==> src/rtl/camera_capture_ctrl_mc.sv <==
// rtl/camera_capture_ctrl_mc.sv - multi-frame camera capture gate with frame tagging and test generator
//
// Ports:
//   sys_clk, sys_rst         clock, asynchronous active-high reset
//   cl_pixel/cl_pixel_vld    PHY pixel beat and its valid
//   cl_new_frame             PHY start-of-frame pulse
//   cl_frame_valid           PHY frame-valid level
//   image_width/height       frame geometry (pixels per line, lines per frame)
//   num_frames               frames per capture (0 behaves as 1)
//   capture/abort            start and abort pulses
//   test_mode/test_pattern   select internal generator and its pattern
//   pixel/data_vld           registered output beat
//   sof/eol/eof              frame/line markers aligned with the output beat
//   new_frame                registered start-of-frame pulse from the active source
//   capture_busy             capture in progress
//   capture_end              sticky completion flag
//   frames_done              frames completed in the current capture
//   size_err                 sticky geometry / framing error flag
module camera_capture_ctrl_mc #(
  parameter int PIX_PER_CLK = 4,
  parameter int PIX_W       = 12,
  parameter int DIM_W       = 16,
  parameter int FRM_CNT_W   = 8,
  parameter int LINE_GAP    = 256
) (
  input  logic                         sys_clk,
  input  logic                         sys_rst,
  input  logic [PIX_PER_CLK*PIX_W-1:0] cl_pixel,
  input  logic                         cl_pixel_vld,
  input  logic                         cl_new_frame,
  input  logic                         cl_frame_valid,
  input  logic [DIM_W-1:0]             image_width,
  input  logic [DIM_W-1:0]             image_height,
  input  logic [FRM_CNT_W-1:0]         num_frames,
  input  logic                         capture,
  input  logic                         abort,
  input  logic                         test_mode,
  input  logic [1:0]                   test_pattern,
  output logic [PIX_PER_CLK*PIX_W-1:0] pixel,
  output logic                         data_vld,
  output logic                         sof,
  output logic                         eol,
  output logic                         eof,
  output logic                         new_frame,
  output logic                         capture_busy,
  output logic                         capture_end,
  output logic [FRM_CNT_W-1:0]         frames_done,
  output logic                         size_err
);

  localparam int BW    = PIX_PER_CLK * PIX_W;
  localparam int GAP_W = $clog2(LINE_GAP + 1);
  localparam logic [DIM_W-1:0] PPC      = DIM_W'(PIX_PER_CLK);
  localparam logic [GAP_W-1:0] GAP_LAST = GAP_W'(LINE_GAP - 1);

  // 0xA5A5... pattern taken MSB-first and cut to PIX_W bits
  function automatic logic [PIX_W-1:0] a5_const();
    logic [7:0]       pat;
    logic [PIX_W-1:0] v;
    pat = 8'hA5;
    v   = '0;
    for (int b = 0; b < PIX_W; b++) v[PIX_W-1-b] = pat[7-(b%8)];
    return v;
  endfunction
  localparam logic [PIX_W-1:0] A5 = a5_const();

  typedef enum logic [2:0] {IDLE, SKIP, ARMED, CAPT, DONE} state_t;
  typedef enum logic [1:0] {G_OFF, G_NF, G_LINE, G_GAP} gen_t;

  state_t               state;
  gen_t                 gen_phase;
  logic [DIM_W-1:0]     w_r, h_r, col, line;
  logic [FRM_CNT_W-1:0] nf_r;
  logic                 tm_r;
  logic [1:0]           tp_r;
  logic [DIM_W-1:0]     gen_col, gen_line;
  logic [GAP_W-1:0]     gen_gap;

  logic [BW-1:0]        gen_pix;
  logic [DIM_W-1:0]     gc, gs;

  // Generator pixels for the current generator beat position
  always_comb begin
    gen_pix = '0;
    gc      = '0;
    gs      = '0;
    for (int i = 0; i < PIX_PER_CLK; i++) begin
      gc = gen_col + DIM_W'(i);
      gs = gen_line + gc;
      case (tp_r)
        2'd0:    gen_pix[i*PIX_W +: PIX_W] = PIX_W'(gs);
        2'd1:    gen_pix[i*PIX_W +: PIX_W] = PIX_W'(gc);
        2'd2:    gen_pix[i*PIX_W +: PIX_W] = (gen_line[3] ^ gc[3]) ? {PIX_W{1'b1}} : {PIX_W{1'b0}};
        default: gen_pix[i*PIX_W +: PIX_W] = A5;
      endcase
    end
  end

  // Source mux: the generator owns the input side for the whole test-mode capture
  logic          sel_gen, src_vld, src_nf, src_fv;
  logic [BW-1:0] src_pix;
  assign sel_gen = tm_r && (state != IDLE);
  assign src_vld = sel_gen ? (gen_phase == G_LINE) : cl_pixel_vld;
  assign src_nf  = sel_gen ? (gen_phase == G_NF)   : cl_new_frame;
  assign src_fv  = sel_gen ? (gen_phase == G_LINE || gen_phase == G_GAP) : cl_frame_valid;
  assign src_pix = sel_gen ? gen_pix : cl_pixel;

  // A beat arriving with new_frame is position (0,0) of the new frame
  logic [DIM_W-1:0]     bc, bl;
  logic                 last_col, last_line, take, size_bad;
  logic [FRM_CNT_W-1:0] fd_next, nf_eff;
  assign bc        = src_nf ? '0 : col;
  assign bl        = src_nf ? '0 : line;
  assign last_col  = (bc == w_r - PPC);
  assign last_line = (bl == h_r - DIM_W'(1));
  assign fd_next   = frames_done + FRM_CNT_W'(1);
  assign take      = !abort && src_vld &&
                     ((state == ARMED && src_nf) || (state == CAPT && src_fv));
  assign size_bad  = (image_width == '0) || (image_height == '0) ||
                     ((image_width % PPC) != '0);
  assign nf_eff    = (num_frames == '0) ? FRM_CNT_W'(1) : num_frames;

  always_ff @(posedge sys_clk or posedge sys_rst) begin
    if (sys_rst) begin
      state        <= IDLE;
      w_r          <= '0;
      h_r          <= '0;
      nf_r         <= '0;
      tm_r         <= 1'b0;
      tp_r         <= '0;
      col          <= '0;
      line         <= '0;
      pixel        <= '0;
      data_vld     <= 1'b0;
      sof          <= 1'b0;
      eol          <= 1'b0;
      eof          <= 1'b0;
      new_frame    <= 1'b0;
      capture_busy <= 1'b0;
      capture_end  <= 1'b0;
      frames_done  <= '0;
      size_err     <= 1'b0;
    end else begin
      data_vld  <= 1'b0;
      sof       <= 1'b0;
      eol       <= 1'b0;
      eof       <= 1'b0;
      new_frame <= src_nf;
      if (abort && state != IDLE) begin
        state        <= IDLE;
        capture_busy <= 1'b0;
        capture_end  <= 1'b1;
      end else begin
        case (state)
          IDLE: if (capture) begin
            if (size_bad) begin
              size_err    <= 1'b1;
              capture_end <= 1'b1;
            end else begin
              w_r          <= image_width;
              h_r          <= image_height;
              nf_r         <= nf_eff;
              tm_r         <= test_mode;
              tp_r         <= test_pattern;
              col          <= '0;
              line         <= '0;
              capture_end  <= 1'b0;
              size_err     <= 1'b0;
              frames_done  <= '0;
              capture_busy <= 1'b1;
              state        <= (!test_mode && cl_frame_valid) ? SKIP : ARMED;
            end
          end
          SKIP: if (!src_fv) state <= ARMED;
          ARMED: if (src_nf) begin
            state <= CAPT;
            col   <= '0;
            line  <= '0;
          end
          CAPT: begin
            if (!src_fv) begin
              size_err <= 1'b1;
              state    <= ARMED;
            end else if (src_nf) begin
              size_err <= 1'b1;
              col      <= '0;
              line     <= '0;
            end
          end
          DONE: begin
            capture_end  <= 1'b1;
            capture_busy <= 1'b0;
            state        <= IDLE;
          end
          default: state <= IDLE;
        endcase
        // Beat handling last so frame completion overrides the state set above
        if (take) begin
          data_vld <= 1'b1;
          pixel    <= src_pix;
          sof      <= (bc == '0) && (bl == '0);
          eol      <= last_col;
          eof      <= last_col && last_line;
          if (last_col) begin
            col <= '0;
            if (last_line) begin
              line        <= '0;
              frames_done <= fd_next;
              state       <= (fd_next == nf_r) ? DONE : ARMED;
            end else begin
              line <= bl + DIM_W'(1);
            end
          end else begin
            col <= bc + PPC;
          end
        end
      end
    end
  end

  // Generator: new_frame pulse one cycle after ARMED, then lines separated by LINE_GAP idles
  always_ff @(posedge sys_clk or posedge sys_rst) begin
    if (sys_rst) begin
      gen_phase <= G_OFF;
      gen_col   <= '0;
      gen_line  <= '0;
      gen_gap   <= '0;
    end else if (abort || !tm_r || state == IDLE || state == DONE) begin
      gen_phase <= G_OFF;
      gen_col   <= '0;
      gen_line  <= '0;
      gen_gap   <= '0;
    end else begin
      case (gen_phase)
        G_OFF: begin
          gen_col  <= '0;
          gen_line <= '0;
          if (state == ARMED) gen_phase <= G_NF;
        end
        G_NF: gen_phase <= G_LINE;
        G_LINE: begin
          if (gen_col == w_r - PPC) begin
            gen_col <= '0;
            if (gen_line == h_r - DIM_W'(1)) begin
              gen_line  <= '0;
              gen_phase <= G_OFF;
            end else begin
              gen_line  <= gen_line + DIM_W'(1);
              gen_gap   <= GAP_LAST;
              gen_phase <= G_GAP;
            end
          end else begin
            gen_col <= gen_col + PPC;
          end
        end
        default: begin
          if (gen_gap == '0) gen_phase <= G_LINE;
          else gen_gap <= gen_gap - GAP_W'(1);
        end
      endcase
    end
  end

endmodule

==> config.mk <==
export PLATFORM = sky130hd
export DESIGN_NAME = camera_capture_ctrl_mc
export DESIGN_NICKNAME = d
export VERILOG_FILES = /design/src/rtl/camera_capture_ctrl_mc.sv
export SDC_FILE = /design/constraint.sdc
export NUM_CORES = 1
export LEC_CHECK = 0
export ABC_AREA = 1
export CAP_MARGIN = 10
export CELL_PAD_IN_SITES_DETAIL_PLACEMENT = 0
export CELL_PAD_IN_SITES_GLOBAL_PLACEMENT = 2
export CORE_UTILIZATION = 31
export DETAILED_ROUTE_END_ITERATION = 6
export GPL_ROUTABILITY_DRIVEN = 0
export PLACE_DENSITY = 0.86
export SYNTH_ARGS = -nofsm -noshare
export SYNTH_HDL_FRONTEND = slang
export SYNTH_SLANG_ARGS = --single-unit
==> constraint.sdc <==
create_clock -name sys_clk -period 8.1 [get_ports sys_clk]
set_input_delay 1.215 -clock sys_clk [delete_from_list [all_inputs] [get_ports sys_clk]]
set_output_delay 1.215 -clock sys_clk [all_outputs]
set_load 0.02 [all_outputs]
==> out/metrics.csv, run 1 <==
stage,metric,value,unit
setup_path,Worst R2R Setup Slack,4110,ps
clock_tree,count of hold-fix buffers inserted at cts,0,
setup_path,CP max-delay cell,sky130_fd_sc_hd__nand2_1,
sta,Period minus WS final,4140,ps
finish,share of final-layout standard cells stronger than drive strength 1,0.0422,
setup_path,buffering stage count on the worst path with inverters included,5,
finish,total inserted antenna cells,0,
routing,total vias in the final route,14639,
global_route,via count of the first global-routing pass,13889,
sta,upper clock frequency limit,0.242,GHz
setup_path,Worst Path Required,8460,ps
synth,part of the Yosys area used for sequential elements,0.320,
clock_tree,deepest clock path buffer count,2,
floorplanning,die area,47000,µm²
sta,part of the cycle the worst path needs,0.511,
synth,mean instance size in the synthesized netlist,6.37,µm²
clock_tree,clk sinks,183,
clock_tree,clock network latency to the later pin of the worst-skew pair,490,ps
clock_tree,clk slew on worst S/H paths,80,ps
clock_tree,clock tree from TritonCTS,done,
sta,hold slack,484,ps
synth,instance count of the mapped netlist,2246,
sta,skew final,17.2,ps
clock_tree,number of H-tree branching levels,4,
routing,detailed-route DRC error count,4,
sta,RSZ-0062 raised after global routing,false,
finish,area grow syn2layout,18.3,%
synth,nets in the synthesized netlist,2389,
floorplanning,Die X,217,µm
synth,post-synthesis instance area,14300,µm²
finish,Layout fillers,4977,
floorplanning,Top Ports,162,
global_route,aggregate global routing overflow,0,
flow_run,number of max-cap violations,0,
routing,Avg Vias per Cell,4.93,
finish,total number of nets in the final design,2501,
placed_design,count of input and output buffers,161,
setup_path,worst-path maximum fanout,25,
synth,post-synth cell types,48,
sta,Final setup violation count,0,
placed_design,placement-stage cell area,16400,µm²
run_status,failing checks,DRC,
pwr,leakage power figure,8.28,nW
sta,actual slew at the worst max-slew pin,1180,ps
sta,final max-slew violation count,0,
clock_tree,number of CTS-inserted buffers,17,
floorplanning,effective utilization at floorplan,0.315,
setup_path,category of the worst setup path capture point,flop,
synth,library cell occupying the most area in the post-synthesis netlist,sky130_fd_sc_hd__dfrtp_1,
sta,Fin. Hold Viols,0,
routing,wire length per cell after detailed routing,16.7,µm
floorplanning,Site Rows,78,
setup_path,critical path's top delay family,simple AND/OR/NAND/NOR gates,
routing,drt first-iter violations,1208,
setup_path,most prevalent standard cell on the critical path,sky130_fd_sc_hd__nand2_1,
synth,top cells by area in the synthesized netlist,"sky130_fd_sc_hd__dfrtp_1 (32%), sky130_fd_sc_hd__nand2_1 (20%), sky130_fd_sc_hd__nor2_1 (6.7%), sky130_fd_sc_hd__inv_1 (6.1%), sky130_fd_sc_hd__nand3_1 (5.9%)",
setup_path,arrival time at the worst endpoint,4500,ps
routing,Initial DRT Pass Iterations,7,
sta,slew margin rel.,0.216,
clock_tree,post-cts repair resize count,0,
routing,residual antenna-violating net count after detailed routing,0,
pwr,worst voltage drop across the vdd grid,161,µV
sta,post-route setup slack,3960,ps
pwr,Power Density,302,nW/µm²
setup_path,startpoint-to-endpoint class of the critical path,in -> reg,
run_status,status,"complete, but fails checks",
setup_path,critical path startpoint category,input pin,
placed_design,HPWL after DPL,38.5,mm
clock_tree,cell at the root of the clock tree,sky130_fd_sc_hd__clkbuf_16,
setup_path,max incr delay on CP,510,ps
setup_path,cells along the critical path,"clkdlybuf4s50_1, inv_1, o21ai_0, nor2_1, buf_4, inv_1, nor2_1, nand2_1, nand2_1, inv_2, nand2_1, o21ai_0",
routing,Final Routed Wirelength,49.6,mm
floorplanning,placeable core region,45500,µm²
floorplanning,DIE HEIGHT,217,µm
synth,Syn. warnings,0,
finish,Finished Cell Area,16900,µm²
min_path,class of the tightest hold or removal check,reg -> reg,
global_route,antenna violations before repair,0,
placed_design,Place WS,3120,ps
synth,"flops & latches, synth",183,
global_route,overall fraction of global-route tracks in use,0.214,
synth,post-synth top area share,0.320,
clock_tree,post-CTS setup repair buffer count,0,
global_route,first-pass GRT wire length,77.8,mm
sta,Setup TNS Final,0,ps
global_route,maximum number of pins on one net before global-route repair,120,
cells by family (layout without fill, tap and decap cells):
logic type	after synthesis	in the layout	share of synthesized area
and+or+nand+nor	1345	1345	0.401
AOI/OAI and AO/OA	286	286	0.109
buffers and inverters	318	442	0.0881
xor gates and xnor gates	69	69	0.0422
DFF	183	183	0.320
adders and majority gates	45	45	0.0399
worst reg2reg max path: stages, from the launching register on:
cell                       delay [ps]
sky130_fd_sc_hd__dfrtp_1          420
sky130_fd_sc_hd__nor2_2           190
sky130_fd_sc_hd__nand2_4          120
sky130_fd_sc_hd__nand2_4          410
sky130_fd_sc_hd__nand2_4          270
sky130_fd_sc_hd__nand2_4          310
sky130_fd_sc_hd__nand2_1          110
sky130_fd_sc_hd__o21ai_1          120
sky130_fd_sc_hd__nand2_2           50
sky130_fd_sc_hd__buf_4            300
sky130_fd_sc_hd__inv_2            190
sky130_fd_sc_hd__buf_4            570
sky130_fd_sc_hd__nand3_4          320
sky130_fd_sc_hd__clkinv_2         240
sky130_fd_sc_hd__o21ai_0          140
sky130_fd_sc_hd__nand2_1           80
sky130_fd_sc_hd__nand2_1           50
routing by layer:
metal  vias up  GRT usage  share of wire
met5         -          0              0
met4         0     0.0631          0.019
met3        47     0.0344          0.044
met2       358      0.345           0.46
met1      6789      0.295           0.48
li1       7445          -              -
cell usage in the layout, fill, tap and decap left out, types with 40 or more instances in the layout:
cell type,synthesis,layout
sky130_fd_sc_hd__xor2_1,61,61
sky130_fd_sc_hd__inv_1,231,229
sky130_fd_sc_hd__nand4_1,48,48
sky130_fd_sc_hd__nand2_1,760,760
sky130_fd_sc_hd__ha_1,44,44
sky130_fd_sc_hd__nand3_1,168,168
sky130_fd_sc_hd__o21ai_0,145,145
sky130_fd_sc_hd__nor3_1,40,40
sky130_fd_sc_hd__nor2_1,254,253
sky130_fd_sc_hd__clkdlybuf4s50_1,0,161
sky130_fd_sc_hd__a21oi_1,75,75
sky130_fd_sc_hd__dfrtp_1,183,183
power by group:
group / switching (mW) / internal [mW]
logic: 1.89 / 0.977
clock network: 0.400 / 0.394
registers: 0.252 / 1.20
total: 2.54 / 2.57
sequential cells by signal (all words and copies together), names as in the netlist, 2 cells and up:
| name | count |
|---|---|
| gen_phase | 2 |
| col | 16 |
| w_r | 16 |
| gen_gap | 9 |
| state | 3 |
| h_r | 16 |
| frames_done | 8 |
| pixel | 48 |
| nf_r | 8 |
| gen_line | 16 |
| line | 16 |
| gen_col | 14 |
| tp_r | 2 |
synth_stat cells, drive strengths merged:
| cell type | count |
|---|---|
| nor2 | 270 |
| o22ai | 10 |
| inv | 238 |
| o221ai | 1 |
| a211oi | 1 |
| o31ai | 4 |
| o211ai | 3 |
| o21ai | 153 |
| nor4 | 13 |
| nand2 | 779 |
| xor2 | 61 |
| nand3 | 175 |
| dfrtp | 183 |
| xnor2 | 8 |
| buf | 28 |
| fa | 1 |
| nor3 | 40 |
| and3 | 1 |
| a22oi | 4 |
| nor3b | 3 |
| nand3b | 8 |
| clkbuf | 48 |
| or2 | 8 |
| ha | 44 |
| a21o | 3 |
| nand4 | 48 |
| a21boi | 10 |
| o2111ai | 1 |
| clkinv | 4 |
| a31oi | 19 |
| o211a | 1 |
| a21oi | 75 |
| a221oi | 1 |
final timing paths:
kind | cells after the start | start | end
setup reg to reg | 16 | state[2]$_DFF_PP0_ | line[14]$_DFFE_PP0N_
hold reg to reg | 2 | pixel[13]$_DFFE_PP0P_ | pixel[13]$_DFFE_PP0P_
setup / recovery | 12 | abort | gen_line[13]$_DFFE_PP0P_
max in group asynchronous | 3 | sys_rst | h_r[8]$_DFFE_PP0P_
min in group asynchronous | 2 | sys_rst | pixel[43]$_DFFE_PP0P_
hold / removal | 2 | pixel[13]$_DFFE_PP0P_ | pixel[13]$_DFFE_PP0P_
area by class of cell:
class / count / area, µm² / area share
multi-input combinational: 1745 / 8470 / 0.501
inverter: 242 / 918 / 0.0543
clock buffer: 19 / 433 / 0.0256
tap: 600 / 751 / 0.0444
sequential: 183 / 4580 / 0.271
timing repair buffer: 169 / 1680 / 0.0992
clock inverter: 12 / 91.3 / 0.00540
stage by stage:
stage | power, mW | std cells | utilization
after floorplan | 3.32 | 2246 | -
after global placement | 4.30 | 2938 | 0.360
after detailed placement | 4.32 | 2938 | 0.360
after CTS | 5.14 | 2969 | 0.372
after global routing | 5.55 | 2970 | 0.372
final | 5.11 | 2970 | 0.372
No activity file was read; power rests on OpenSTA's default activity.
==> run 2, diff against run 1 <==
==> constraint.sdc (replaced) <==
create_clock -name sys_clk -period 4 [get_ports sys_clk]
set_input_delay 0.6 -clock sys_clk [delete_from_list [all_inputs] [get_ports sys_clk]]
set_output_delay 0.6 -clock sys_clk [all_outputs]
set_load 0.02 [all_outputs]
==> out/metrics.csv, run 2 (synthesized netlist as in run 1, its figures left out) <==
stage,metric,value,unit,change
routing,drt first-iter violations,1084,,was 1208
floorplanning,Top Ports,162,,unchanged
pwr,worst voltage drop across the vdd grid,327,µV,was 161 µV
setup_path,worst-path maximum fanout,19,,was 25
sta,actual slew at the worst max-slew pin,1110,ps,was 1180 ps
sta,RSZ-0062 raised after global routing,false,,unchanged
pwr,leakage power figure,8.36,nW,was 8.28 nW
min_path,class of the tightest hold or removal check,in -> async,,was reg -> reg
finish,area grow syn2layout,19.4,%,was 18.3%
routing,wire length per cell after detailed routing,16.8,µm,was 16.7 µm
sta,final max-slew violation count,0,,unchanged
finish,total inserted antenna cells,0,,unchanged
placed_design,HPWL after DPL,38.9,mm,was 38.5 mm
global_route,maximum number of pins on one net before global-route repair,72,,was 120
setup_path,critical path startpoint category,flop,,was input pin
clock_tree,post-CTS setup repair buffer count,0,,unchanged
clock_tree,post-cts repair resize count,0,,unchanged
sta,Final setup violation count,0,,unchanged
global_route,first-pass GRT wire length,79.0,mm,was 77.8 mm
global_route,antenna violations before repair,0,,unchanged
finish,register ranked first by flip-flop count,pixel,,unchanged
clock_tree,number of CTS-inserted buffers,17,,unchanged
sta,Period minus WS final,3260,ps,
finish,most common library cell in the layout ignoring fill and taps,sky130_fd_sc_hd__nand2_1,,unchanged
global_route,via count of the first global-routing pass,14177,,was 13889
routing,Initial DRT Pass Iterations,6,,was 7
setup_path,category of the worst setup path capture point,flop,,unchanged
sta,slew margin rel.,0.261,,was 0.216
clock_tree,number of H-tree branching levels,4,,unchanged
finish,final core occ,0.376,,was 0.372
routing,residual antenna-violating net count after detailed routing,0,,unchanged
finish,total number of nets in the final design,2512,,was 2501
placed_design,count of input and output buffers,161,,unchanged
setup_path,arrival time at the worst endpoint,3620,ps,was 4500 ps
routing,Avg Vias per Cell,4.97,,was 4.93
setup_path,Worst Path Required,4360,ps,was 8460 ps
floorplanning,die area,47000,µm²,unchanged
floorplanning,effective utilization at floorplan,0.315,,unchanged
routing,total vias in the final route,14828,,was 14639
flow_run,number of max-cap violations,0,,unchanged
global_route,overall fraction of global-route tracks in use,0.214,,about the same
sta,part of the cycle the worst path needs,0.815,,
pwr,Power Density,615,nW/µm²,was 302 nW/µm²
finish,Finished Layout Cells,2981,,was 2970
clock_tree,clock network latency to the later pin of the worst-skew pair,470,ps,was 490 ps
finish,most used cells in the layout excluding fill and tap cells,"sky130_fd_sc_hd__nand2_1 (760), sky130_fd_sc_hd__nor2_1 (253), sky130_fd_sc_hd__inv_1 (229), sky130_fd_sc_hd__dfrtp_1 (183), sky130_fd_sc_hd__nand3_1 (168)",,unchanged
sta,upper clock frequency limit,0.307,GHz,
floorplanning,Site Rows,78,,unchanged
placed_design,Placed Cells,2950,,was 2938
clock_tree,clock tree from TritonCTS,done,,unchanged
clock_tree,count of hold-fix buffers inserted at cts,0,,unchanged
sta,Fin. Hold Viols,0,,unchanged
sta,Setup TNS Final,0,ps,unchanged
global_route,aggregate global routing overflow,0,,unchanged
floorplanning,Die X,217,µm,unchanged
run_status,status,completed,,"was complete, but fails checks"
setup_path,startpoint-to-endpoint class of the critical path,reg -> reg,,was in -> reg
clock_tree,clk slew on worst S/H paths,70,ps,was 80 ps
finish,share of final-layout standard cells stronger than drive strength 1,0.0466,,was 0.0422
clock_tree,clk sinks,183,,unchanged
pwr,power after layout,10.5,mW,was 5.11 mW
clock_tree,deepest clock path buffer count,2,,unchanged
clock_tree,cell at the root of the clock tree,sky130_fd_sc_hd__clkbuf_16,,unchanged
routing,detailed-route DRC error count,0,,was 4
sta,skew final,13.1,ps,was 17.2 ps
floorplanning,DIE HEIGHT,217,µm,unchanged
finish,number of flip-flops in the largest register,48,,unchanged
routing,Final Routed Wirelength,50.0,mm,was 49.6 mm
sta,hold slack,487,ps,was 484 ps
floorplanning,placeable core region,45500,µm²,unchanged
-- run 2: critical path, cell delays in order, from the launching register on --
cell                      delay [ps]
sky130_fd_sc_hd__dfrtp_1         400
sky130_fd_sc_hd__inv_1            80
sky130_fd_sc_hd__ha_1            310
sky130_fd_sc_hd__nand3_4         290
sky130_fd_sc_hd__nand2_4         240
sky130_fd_sc_hd__nor2_1          260
sky130_fd_sc_hd__inv_1           140
sky130_fd_sc_hd__nand3_1         120
sky130_fd_sc_hd__nand2_1          70
sky130_fd_sc_hd__nor2_1          300
sky130_fd_sc_hd__nand3_2         370
sky130_fd_sc_hd__nor2_4          300
sky130_fd_sc_hd__nand2_2         120
sky130_fd_sc_hd__nand3_1          80
sky130_fd_sc_hd__nand2_1          60
-- run 2: area by class of cell --
type	instances	area, µm²
clock inverter	9	119
multi-input combinational	1745	8470
timing repair buffer	180	1780
clock buffer	22	474
inverter	242	915
fill	5005	28400
sequential	183	4580
tap	600	751
-- run 2: layer usage --
metal | wire length [µm] | track usage
met1 | 23700 | 0.294
met4 | 855 | 0.0538
met5 | 0 | 0
met2 | 23100 | 0.349
met3 | 2260 | 0.0351
-- run 2: power by group --
group | switching [mW] | internal, mW | total [mW]
clock network | 0.796 | 0.974 | 1.77
logic | 3.81 | 1.99 | 5.80
registers | 0.501 | 2.43 | 2.93
-- run 2: final timing paths --
kind	startpoint	to	slack (ps)	cells past startpoint
min in group sys_clk	pixel[13]$_DFFE_PP0P_	pixel[13]$_DFFE_PP0P_	490	2
max	gen_phase[1]$_DFFE_PP0P_	line[15]$_DFFE_PP0N_	740	14
min reg2reg	pixel[13]$_DFFE_PP0P_	pixel[13]$_DFFE_PP0P_	490	2
max in group asynchronous	sys_rst	col[15]$_DFFE_PP0P_	2740	3
min	sys_rst	pixel[43]$_DFFE_PP0P_	490	2
max reg2reg	gen_phase[1]$_DFFE_PP0P_	line[15]$_DFFE_PP0N_	740	14
-- run 2: stage by stage --
step	cell area, µm²	setup WS, ps
global placement	16500	644
finish	17100	739
global route	17100	403
detailed placement	16500	544
floorplan	14300	1050
CTS	17100	708
